`config.mk`:
```
export PLATFORM = sky130hd
export DESIGN_NAME = stack_controller
export DESIGN_NICKNAME = d
export VERILOG_FILES = /design/src/rtl/stack_controller.sv
export SDC_FILE = /design/constraint.sdc
export NUM_CORES = 1
export LEC_CHECK = 0
export ABC_AREA = 1
export BUFFER_PORTS_ARGS = -buffer_cell sky130_fd_sc_hd__buf_4
export CAP_MARGIN = 10
export CORE_MARGIN = 2
export CORE_UTILIZATION = 48
export CTS_CLUSTER_SIZE = 28
export DETAILED_ROUTE_END_ITERATION = 8
export GPL_TIMING_DRIVEN = 1
export HOLD_SLACK_MARGIN = 0.02
export PLACE_DENSITY = 0.73
export SYNTH_ARGS = -nofsm -noshare
export SYNTH_HDL_FRONTEND = slang
export SYNTH_SLANG_ARGS = --single-unit
```
`constraint.sdc`:
```
create_clock -name clk -period 2.8 [get_ports clk]
set_clock_uncertainty 0.15 [all_clocks]
set_input_delay 0 -clock clk [delete_from_list [all_inputs] [get_ports clk]]
set_output_delay 0 -clock clk [all_outputs]
set_load 0.02 [all_outputs]
```
`src/rtl/stack_controller.sv`:
```
// stack_controller: hardware call stack for the Fibonacci controller.
// Each entry holds one recursion frame {n, flag, res}. Every push/pop is a
// request/ready handshake: request seen in IDLE, executed in WRITE/READ,
// acknowledged with a one-cycle readySig pulse in ACK.
// Optional feature: define STACK_WATERMARK_EN to build the max_depth
// high-water-mark register; otherwise max_depth is tied to 0.
module stack_controller #(
  parameter int DATA_W = 8,
  parameter int ADDR_W = 4
) (
  input  logic              clk,
  input  logic              rst,
  input  logic              pushSig,
  input  logic              popSig,
  input  logic [DATA_W-1:0] n_in,
  input  logic [DATA_W-1:0] flag_in,
  input  logic [DATA_W-1:0] res_in,
  output logic              readySig,
  output logic [DATA_W-1:0] n_out,
  output logic [DATA_W-1:0] flag_out,
  output logic [DATA_W-1:0] res_out,
  output logic [ADDR_W:0]   count,
  output logic              empty,
  output logic              full,
  output logic              overflow,
  output logic              underflow,
  output logic [ADDR_W:0]   max_depth
);

  localparam int FRAME_W = 3 * DATA_W;
  localparam int DEPTH   = 1 << ADDR_W;

  localparam logic [ADDR_W:0]   DEPTH_P = (ADDR_W + 1)'(DEPTH);
  localparam logic [ADDR_W:0]   ONE_P   = (ADDR_W + 1)'(1);
  localparam logic [ADDR_W-1:0] ONE_A   = ADDR_W'(1);

  typedef enum logic [1:0] {
    IDLE  = 2'd0,
    WRITE = 2'd1,
    READ  = 2'd2,
    ACK   = 2'd3
  } state_t;

  state_t state_q, state_d;

  logic [FRAME_W-1:0] mem [DEPTH];
  logic [FRAME_W-1:0] frame_q;   // frame latched when a push is accepted
  logic [FRAME_W-1:0] rd_frame;  // top-of-stack entry
  logic [ADDR_W:0]    sp;        // next free slot == number of frames
  logic [ADDR_W-1:0]  wr_addr;
  logic [ADDR_W-1:0]  rd_addr;

  assign wr_addr  = sp[ADDR_W-1:0];
  assign rd_addr  = sp[ADDR_W-1:0] - ONE_A;
  assign rd_frame = mem[rd_addr];

  assign count    = sp;
  assign empty    = (sp == '0);
  assign full     = (sp == DEPTH_P);
  assign readySig = (state_q == ACK);

  // State register.
  // NOTE: sequential state uses non-blocking assignments so every register
  // samples pre-edge values regardless of process evaluation order.
  always_ff @(posedge clk) begin
    if (rst) state_q <= IDLE;
    else     state_q <= state_d;
  end

  // Next-state logic; push has priority over pop when both are requested.
  // NOTE: state_d gets a default before the case so no latch is inferred.
  always_comb begin
    state_d = state_q;
    unique case (state_q)
      IDLE: begin
        if (pushSig)     state_d = WRITE;
        else if (popSig) state_d = READ;
      end
      WRITE:   state_d = ACK;
      READ:    state_d = ACK;
      ACK:     state_d = IDLE;
      default: state_d = IDLE;
    endcase
  end

  // Stack pointer, latched push frame, popped outputs and sticky error flags.
  always_ff @(posedge clk) begin
    if (rst) begin
      sp        <= '0;
      frame_q   <= '0;
      n_out     <= '0;
      flag_out  <= '0;
      res_out   <= '0;
      overflow  <= 1'b0;
      underflow <= 1'b0;
    end else begin
      if (state_q == IDLE && pushSig) frame_q <= {n_in, flag_in, res_in};

      if (state_q == WRITE) begin
        if (!full) sp       <= sp + ONE_P;
        else       overflow <= 1'b1;
      end

      if (state_q == READ) begin
        if (!empty) begin
          {n_out, flag_out, res_out} <= rd_frame;
          sp                         <= sp - ONE_P;
        end else begin
          {n_out, flag_out, res_out} <= '0;
          underflow                  <= 1'b1;
        end
      end
    end
  end

  // Frame storage write port; a reset during WRITE suppresses the write.
  // NOTE: the array is deliberately not reset -- slots above sp are never
  // read, and leaving it reset-free lets it map onto plain storage.
  always_ff @(posedge clk) begin
    if (!rst && state_q == WRITE && !full) mem[wr_addr] <= frame_q;
  end

`ifdef STACK_WATERMARK_EN
  // High-water mark: deepest stack occupancy since the last reset.
  always_ff @(posedge clk) begin
    if (rst) begin
      max_depth <= '0;
    end else if (state_q == WRITE && !full && (sp + ONE_P) > max_depth) begin
      max_depth <= sp + ONE_P;
    end
  end
`else
  assign max_depth = '0;
`endif

endmodule
```
==> results.sh <==
export IMPL_status="finished clean"
export IMPL_wl_per_cell_microns=20.9
export IMPL_placed_cells=2065
export IMPL_ys_async_sr_fraction=0
export IMPL_internal_power_mw=13.1
export IMPL_drt_initial_drc_count=1154
export IMPL_clk_latency_ns=0.53
export IMPL_ys_ff_latch=441
export IMPL_dr_pass1_iters=5
export IMPL_yosysUniqueCellTypes=22
export IMPL_period_needed_ns=2.47
export IMPL_avgViaCountPerCell=5.65
export IMPL_powerDensity_nw_per_um2=967
export IMPL_drc=0
export IMPL_utilization=0.572
export IMPL_gp_congestion=0.862
export IMPL_numCtsBuffers=43
export IMPL_diodes=0
export IMPL_rsz0062_at_grt="no"
export IMPL_yosysMostFrequentCell="nand2_1"
export IMPL_grt_pass1_wl_mm=70.8
export IMPL_synth_area_sq_um=17700
export IMPL_pwr_share_clk=0.297
export IMPL_path_class="reg2reg"
export IMPL_antenna_left=0
export IMPL_row_count=70
export IMPL_instances_no_fill=2194
export IMPL_max_slew_margin=0.165
export IMPL_synth_edf_count=384
export IMPL_initial_utilization=0.485
export IMPL_synth_common_cells="nand2_1, edfxtp_1, nand3_1"
export IMPL_crit_chain="buf_4 > buf_4 > nand2_1 > nand3_1 > nand2_1 > nand2_1 > nand2_1 > nand2_1 > nand3_1 > a21oi_1"
export IMPL_crit_path_max_fanout=54
export IMPL_area_delta_synth_final_pct=17.9
export IMPL_setup_viol=0
export IMPL_port_buffer_count=61
export IMPL_synthTopCellsByArea="edfxtp_1, nand2_1, nand3_1, dfxtp_1, nor2_1"
export IMPL_overflow=0
export IMPL_timing_fmax_mhz=404
export IMPL_cpMaxStageDelayCell="buf_4"
export IMPL_crit_arrival_ns=2.78
export IMPL_cts_root_buffer="clkbuf_16"
export IMPL_yosysTopAreaCellShare=0.652
export IMPL_crit_required_ns=3.10
export IMPL_grt_pass1_vias=12225
export IMPL_finalHoldViolCount=0
export IMPL_die_x_microns=196
export IMPL_cts_reportedPaths_clkPinSlew_ns=0.07
export IMPL_ioPinCount=67
export IMPL_grt_usage=0.240
export IMPL_crit_path_end_kind="register"
export IMPL_cap_violations=0
export IMPL_syn_avg_cell_area_sq_um=11.2
export IMPL_tns_ns=0
export IMPL_ys_warnings_count=0
export IMPL_dp_hpwl_mm=23.9
export IMPL_crit_path_frequent_cell="nand2_1"
export IMPL_vias=12405
export IMPL_nets=1730
export IMPL_slew_violations=0
export IMPL_slowest_delay_ns=0.60
export IMPL_cts_tree="yes"
export IMPL_core_area_sq_um=36400
export IMPL_critPathTopFamily="buffers and inverters"
export IMPL_p_comb_frac=0.308
export IMPL_power_switching_mw=7.03
export IMPL_clock_path_buffers=3
export IMPL_dieHeight_microns=196
export IMPL_fin_total_pwr_mw=20.2
export IMPL_drive_gt1_frac=0.115
export IMPL_critPathLaunchType="register"
export IMPL_htreeDepth=2
export IMPL_cts_sinks=441
export IMPL_synthFlopType="edfxtp_1"
export IMPL_p_leak_nw=7.81
export IMPL_power_frac_seq=0.395
export IMPL_seq_area_frac_synth=0.717
export IMPL_critPathBufInv=2
export IMPL_hold_class="in2reg"
export IMPL_sw_frac_of_total=0.349
export IMPL_totalWireLength_mm=45.9
export IMPL_worstMarginPinSlew_ns=1.25
export IMPL_die_area_sq_um=38400
export IMPL_netlist_instances=1583
export IMPL_synth_top_area_cell="edfxtp_1"
export IMPL_vdd_drop_max_mv=0.726
export IMPL_antenna_found_initial=0
export IMPL_grt_max_degree=149
export IMPL_fin_crit_sh=0.884
## worst paths after layout
path / slack (ns) / from / to / cells after the start
worst min register to register: 0.31 / overflow / overflow / 2
worst max-delay path: 0.33 / count[0] / res_out[2] / 10
worst max register to register: 0.33 / count[0] / res_out[2] / 10
worst min-delay path: 0.21 / res_in[0] / frame_q[0] / 4
## stage by stage
| stage | hold slack, ns | worst slack, ns | area (sq um) |
|---|---|---|---|
| after floorplan | 0.0156 | -0.0967 | 17700 |
| after global placement | 0.104 | 0.418 | 18900 |
| after detailed placement | 0.112 | 0.407 | 18900 |
| after CTS | 0.200 | 0.403 | 20800 |
| after global routing | 0.248 | 0.133 | 20800 |
| final | 0.211 | 0.326 | 20800 |
## cells in the final DEF (no fill, tap or decap)
| cell | netlist | final |
|---|---|---|
| inv_1 | 15 | 15 |
| dfxtp_4 | 0 | 1 |
| ha_4 | 0 | 1 |
| o21ai_0 | 33 | 33 |
| nor2_1 | 70 | 54 |
| o21a_1 | 1 | 1 |
| buf_4 | 19 | 89 |
| inv_6 | 0 | 1 |
| edfxtp_1 | 384 | 384 |
| buf_12 | 0 | 20 |
| nand3_1 | 296 | 296 |
| clkbuf_16 | 0 | 45 |
| clkinv_1 | 1 | 8 |
| ha_1 | 10 | 9 |
| a21oi_1 | 34 | 34 |
| dlygate4sd3_1 | 0 | 50 |
| clkinvlp_4 | 0 | 2 |
| dfxtp_1 | 57 | 56 |
| o21ai_1 | 1 | 1 |
| nand2_2 | 1 | 2 |
| nand2_1 | 570 | 569 |
| clkbuf_8 | 0 | 3 |
| xor2_1 | 2 | 2 |
| nor2_2 | 0 | 16 |
| bufinv_16 | 0 | 6 |
| nand4_1 | 3 | 3 |
| inv_2 | 5 | 4 |
| conb_1 | 1 | 5 |
| clkbuf_1 | 26 | 8 |
| clkinv_2 | 0 | 8 |
## worst min-delay path, delay by kind of cell
| kind | cells | cell delay, ns |
|---|---|---|
| AO/OA/AOI/OAI | 1 | 0.12 |
| AND/OR/NAND/NOR | 1 | 0.10 |
| buffers and inverters | 2 | 0.63 |
## kinds of logic (layout without fill, tap and decap cells)
family | after synthesis | count (layout) | synth area share
simple gates | 940 | 940 | 0.221
flops | 441 | 441 | 0.717
buf+inv | 120 | 259 | 0.0344
compound gates | 69 | 69 | 0.0197
fa+ha+maj | 10 | 10 | 0.00708
xor+xnor | 2 | 2 | 0.000991
other cells | 1 | 5 | 0.000212
## final cells by class
cell class / instances / area (sq um)
multi-input combinational: 1026 / 4470
fill: 2915 / 15600
inverter: 21 / 83.8
clock buffer: 56 / 1200
timing repair buffer: 159 / 1570
tap: 468 / 586
clock inverter: 23 / 262
sequential: 441 / 12700
## flip-flops by register name, summed over array words and instances (netlist names)
name,count
frame_q,24
res_out,8
flag_out,8
overflow,1
underflow,1
state_q,2
n_out,8
mem,384
count,5
## timing repair
action / 4_1_cts / 5_1_grt
hold buffers: 50 / 0
buffers inserted: 0 / 0
endpoints found under the hold margin: 57 / 0
resized for setup: 0 / 0
## routing by layer
layer | vias up | GRT usage | part of all wire
li1 | 5664 | - | -
met1 | 5975 | 0.331 | 0.40
met2 | 680 | 0.404 | 0.48
met3 | 86 | 0.0328 | 0.095
met4 | 0 | 0.0665 | 0.024
met5 | - | 0 | 0
## power by group through the flow
stage / clock, mW / sequential, mW / combinational [mW]
global route: 6.28 / 8.01 / 6.82
finish: 5.99 / 7.96 / 6.21
detailed placement: 0 / 8.10 / 6.01
global placement: 0 / 8.08 / 5.92
floorplan: 0 / 8.05 / 4.10
CTS: 6.03 / 7.97 / 6.13
No activity file was read; power rests on OpenSTA's default activity.
